[src/rtl/alu_operand_sequencer.sv]
// rtl/alu_operand_sequencer.sv - step-key operand/opcode sequencer wrapping a combinational ALU
//
// Collects operand A, operand B and a 3-bit opcode from the switches, one
// step-key rising edge per field. It pulses alu_en for the single EXEC cycle,
// latches the ALU result and flags for display, and counts completed operations.
//
// Ports:
//   clk, rst_n        clock, synchronous active-low reset
//   sw[N-1:0]         switch data (A, B, or opcode on sw[2:0])
//   step              debounced step key (level); rising edge advances
//   abort             synchronous abort back to IDLE (level)
//   alu_en/op/a/b     drive to the combinational ALU
//   alu_result/carry/overflow/zero   ALU outputs, sampled at the end of EXEC
//   res_q, carry_q, ovf_q, zero_q, res_valid   latched display values
//   stage[2:0]        current state encoding for the LEDs
//   op_count          wrap-around count of completed operations
module alu_operand_sequencer #(
  parameter int N     = 4,
  parameter int CNT_W = 8
) (
  input  logic             clk,
  input  logic             rst_n,
  input  logic [N-1:0]     sw,
  input  logic             step,
  input  logic             abort,
  output logic             alu_en,
  output logic [2:0]       alu_op,
  output logic [N-1:0]     alu_a,
  output logic [N-1:0]     alu_b,
  input  logic [N-1:0]     alu_result,
  input  logic             alu_carry,
  input  logic             alu_overflow,
  input  logic             alu_zero,
  output logic [N-1:0]     res_q,
  output logic             carry_q,
  output logic             ovf_q,
  output logic             zero_q,
  output logic             res_valid,
  output logic [2:0]       stage,
  output logic [CNT_W-1:0] op_count
);

  typedef enum logic [2:0] {
    IDLE   = 3'd0,
    GET_A  = 3'd1,
    GET_B  = 3'd2,
    GET_OP = 3'd3,
    EXEC   = 3'd4,
    SHOW   = 3'd5
  } state_t;

  state_t state, next_state;
  logic   step_d;
  logic   rise;
  logic   load_a, load_b, load_op;
  logic   capture, clear_valid;

  // step_d follows step every cycle, so a held key yields one edge and an
  // edge that lands in EXEC is consumed rather than deferred.
  assign rise  = step & ~step_d;
  assign stage = state;

  always_comb begin
    next_state  = state;
    load_a      = 1'b0;
    load_b      = 1'b0;
    load_op     = 1'b0;
    capture     = 1'b0;
    clear_valid = 1'b0;
    if (abort) begin
      next_state = IDLE;
    end else begin
      case (state)
        IDLE:   if (rise) next_state = GET_A;
        GET_A:  if (rise) begin load_a = 1'b1; next_state = GET_B; end
        GET_B:  if (rise) begin load_b = 1'b1; next_state = GET_OP; end
        GET_OP: if (rise) begin load_op = 1'b1; next_state = EXEC; end
        EXEC: begin
          capture    = 1'b1;
          next_state = SHOW;
        end
        SHOW:   if (rise) begin clear_valid = 1'b1; next_state = GET_A; end
        default: next_state = IDLE;
      endcase
    end
  end

  always_ff @(posedge clk) begin
    if (!rst_n) begin
      state     <= IDLE;
      step_d    <= 1'b0;
      alu_en    <= 1'b0;
      alu_op    <= 3'd0;
      alu_a     <= '0;
      alu_b     <= '0;
      res_q     <= '0;
      carry_q   <= 1'b0;
      ovf_q     <= 1'b0;
      zero_q    <= 1'b0;
      res_valid <= 1'b0;
      op_count  <= '0;
    end else begin
      state  <= next_state;
      step_d <= step;
      // Registered enable: high exactly while the state register holds EXEC.
      alu_en <= (next_state == EXEC);
      if (load_a)  alu_a  <= sw;
      if (load_b)  alu_b  <= sw;
      if (load_op) alu_op <= sw[2:0];
      if (capture) begin
        res_q     <= alu_result;
        carry_q   <= alu_carry;
        ovf_q     <= alu_overflow;
        zero_q    <= alu_zero;
        res_valid <= 1'b1;
        op_count  <= op_count + CNT_W'(1);
      end else if (clear_valid || abort) begin
        res_valid <= 1'b0;
      end
    end
  end

endmodule

[config.mk]
export PLATFORM = sky130hd
export DESIGN_NAME = alu_operand_sequencer
export DESIGN_NICKNAME = d
export VERILOG_FILES = /design/src/rtl/alu_operand_sequencer.sv
export SDC_FILE = /design/constraint.sdc
export NUM_CORES = 1
export LEC_CHECK = 0
export CORE_UTILIZATION = 38
export CTS_CLUSTER_SIZE = 8
export DETAILED_ROUTE_END_ITERATION = 8
export PLACE_DENSITY = 0.8
export REMOVE_ABC_BUFFERS = 1
export SLEW_MARGIN = 25
export SYNTH_ARGS = -nofsm -noshare
export SYNTH_HDL_FRONTEND = slang
export SYNTH_SLANG_ARGS = --single-unit
[constraint.sdc]
create_clock -name clk -period 1.8 [get_ports clk]
set_input_delay 0.36 -clock clk [delete_from_list [all_inputs] [get_ports clk]]
set_output_delay 0.36 -clock clk [all_outputs]
set_load 0.02 [all_outputs]
==> results of run 1 <==
## worst min-delay path, cell delays in order, from the launching register on
cell and delay, ns:
dfxtp_1 0.32, nand2_1 0.05, a21oi_1 0.05
## placed cells by master, fill, tap and decap left out, types with 4 or more instances in the layout
| master | instances |
|---|---|
| nand3_1 | 9 |
| dfxtp_1 | 32 |
| inv_1 | 4 |
| a21oi_1 | 17 |
| clkbuf_4 | 5 |
| o21ai_0 | 7 |
| clkdlybuf4s50_1 | 39 |
| mux2i_1 | 9 |
| nand2_1 | 29 |
| buf_4 | 14 |
## final cells by class
cell class	count	area share, %
clock buffer	8	2.99
sequential	32	32.6
multi-input combinational	107	32.1
inverter	5	0.955
tap	46	2.93
timing repair buffer	59	28.5
## through the flow
stage | TNS [ns] | hold slack [ns] | setup slack, ns | cells
floorplan | -0.123 | 0.482 | -0.0616 | 144
global placement | -2.41 | 0.443 | -0.274 | 249
detailed placement | -2.93 | 0.447 | -0.310 | 249
CTS | 0 | 0.460 | 0.0162 | 257
global route | 0 | 0.480 | 0.000861 | 257
finish | 0 | 0.458 | 0.0559 | 257
## what timing repair did
item / CTS / global route
setup endpoints to repair: 3 / 6
gates resized for setup: 3 / 3
pin swaps: 0 / 3
## layer usage
layer / vias to the layer above / share of wire, % / track usage [%]
met5: - / 0 / 0
met4: 0 / 1.9 / 9.74
met3: 7 / 6.2 / 5.04
met2: 38 / 50 / 30.4
met1: 556 / 41 / 19.3
li1: 640 / - / -
## synth_stat cells, drive strengths merged (2+ instances only)
library cell	n	area, um2
dfxtp	32	641
nand2	29	109
a21oi	17	85.1
mux2i	9	90.1
nand3	9	45.0
o21ai	7	35.0
clkbuf	5	20.0
inv	4	15.0
nor2	3	11.3
nor2b	3	18.8
nor3	3	15.0
or3	3	18.8
and2	2	12.5
buf	2	22.5
nand2b	2	12.5
nor3b	2	15.0
o31ai	2	15.0
or3b	2	17.5
or4	2	15.0
xnor2	2	17.5
## power by group
| part | internal (mW) | switching [mW] | total [mW] |
|---|---|---|---|
| logic | 0.0518 | 0.0413 | 0.0931 |
| clock network | 0.193 | 0.240 | 0.432 |
| registers | 0.711 | 0.00255 | 0.714 |
## cell families after synthesis
kind of cell    count (synthesis)
compound gates                 28
xor+xnor                        3
fa+ha+maj                       1
buf+inv                        12
flops                          32
mux                             9
simple gates                   66
## sequential cells by signal (all words and copies together) (netlist names), 3 cells and up
name	flops
alu_a	4
stage	3
op_count	8
res_q	4
alu_op	3
alu_b	4
## worst paths after layout
| kind | startpoint | endpoint | depth (start not counted) | slack, ns |
|---|---|---|---|---|
| setup / recovery | op_count[5] | op_count[5] | 1 | 0.06 |
| setup reg to reg | stage[1] | op_count[6] | 3 | 0.17 |
| hold reg to reg | res_q[3] | res_q[3] | 2 | 0.46 |
| hold / removal | res_q[3] | res_q[3] | 2 | 0.46 |
==> results_dict.tcl, run 1 <==
set metrics [dict create \
    outcome "finished, final reports clean" \
    io_pins 46 \
    worstMarginPinSlew_ns 0.436 \
    synth-simple-area-share_pct 26.4 \
    rows 21 \
    die-area_um2 3750 \
    end_kind "primary output" \
    placed_area_um2 1900 \
    maxCapViolations 0 \
    antenna_left 0 \
    area.growth.synth_to_final_pct 47.5 \
    min_period_ns 1.74 \
    drv_slew 0 \
    ys_seq_elements 32 \
    p_per_area_nw_per_um2 630 \
    synth-adder-area-share_pct 0.939 \
    crit_fanout 5 \
    grt_pass1_vias 1091 \
    drive_gt1_share_pct 11.4 \
    cts.clk_slew.worst_paths_ns 0.10 \
    ctsLongestPathBuffers 2 \
    grt.total_usage_pct 17.6 \
    cts_tree "yes" \
    antenna_found_initial 0 \
    hold_buffers 0 \
    clock_latency_ns 0.34 \
    wl_per_cell_um 11.8 \
    grt-ovfl-total 0 \
    path_cells "clkdlybuf4s50_1" \
    wirelength_um 3030 \
    fillers 309 \
    vias 1241 \
    slew_headroom_pct 70.9 \
    final_area_um2 1970 \
    hpwl_um 2220 \
    clock-sinks 32 \
    chipWidth_um 61.2 \
    async_flop_share_pct 0 \
    synth_compound_area_share_pct 11.3 \
    route.detailed.drc 0 \
    crit_family "buffers and inverters" \
    grt_pass1_wl_um 4730 \
    crit_buf_inv 1 \
    crit_type "reg2out" \
    finalWeightedCongestion 0.868 \
    hold_viol 0 \
    required_ns 1.44 \
    crit_slowest_cell "clkdlybuf4s50_1" \
    netlist_instances 151 \
    ir_worst_vdd_uv 424 \
    synth_top_family_by_area "simple AND/OR/NAND/NOR gates" \
    start_kind "register" \
    yosys_warnings 0 \
    via_per_inst 4.83 \
    ys.flop_type "dfxtp_1" \
    cp.arrival_ns 1.38 \
    final_util_pct 58.9 \
    cts_setup_buffers 0 \
    rsz0062_at_grt "no" \
    register_area_um2 641 \
    ctsHtreeMaxLevel 2 \
    avgSynthCellArea_um2 8.82 \
    initialDrtViolationCount 52 \
    grt_max_degree 19 \
    setup_viol 0 \
    synthMuxAreaShare_pct 6.76 \
    synth_edf_count 0 \
    hold_class "reg2reg" \
    layout_worst_path_cycle_share_pct 96.9 \
    io_buffers 45 \
    initial_core_util_pct 39.9 \
    synthXorXnorAreaFrac_pct 1.97 \
    ys_seq_area_share_pct 48.1 \
    cts_buffers 5 \
    fp.dieH_um 61.2 \
    cts_root_buf "clkbuf_4" \
    fin_skew_ns 0.00637 \
    nNetsFinal 226 \
    clock.fmax_mhz 573 \
    cpPeakStageDelay_ns 0.63 \
    coreArea_um2 3340 \
    p_total_mw 1.24 \
    dr.pass1.iters 4 \
    diodes 0 \
    p_leak_nw 0.762 \
    ys_types 32 \
    syn_area_um2 1330 \
    multi_input_comb_area_um2 631 \
]
Note: power is estimated with default switching activity, not from simulation.
==> inputs of run 2 (changes only) <==
--- a/config.mk
+++ b/config.mk
@@ -5,6 +5,7 @@
 export SDC_FILE = /design/constraint.sdc
 export NUM_CORES = 1
 export LEC_CHECK = 0
+export CAP_MARGIN = 25
 export CORE_UTILIZATION = 38
 export CTS_CLUSTER_SIZE = 8
 export DETAILED_ROUTE_END_ITERATION = 8
==> results of run 2 <==
The final DEF is identical to that of run 1; final timing and power are the same.
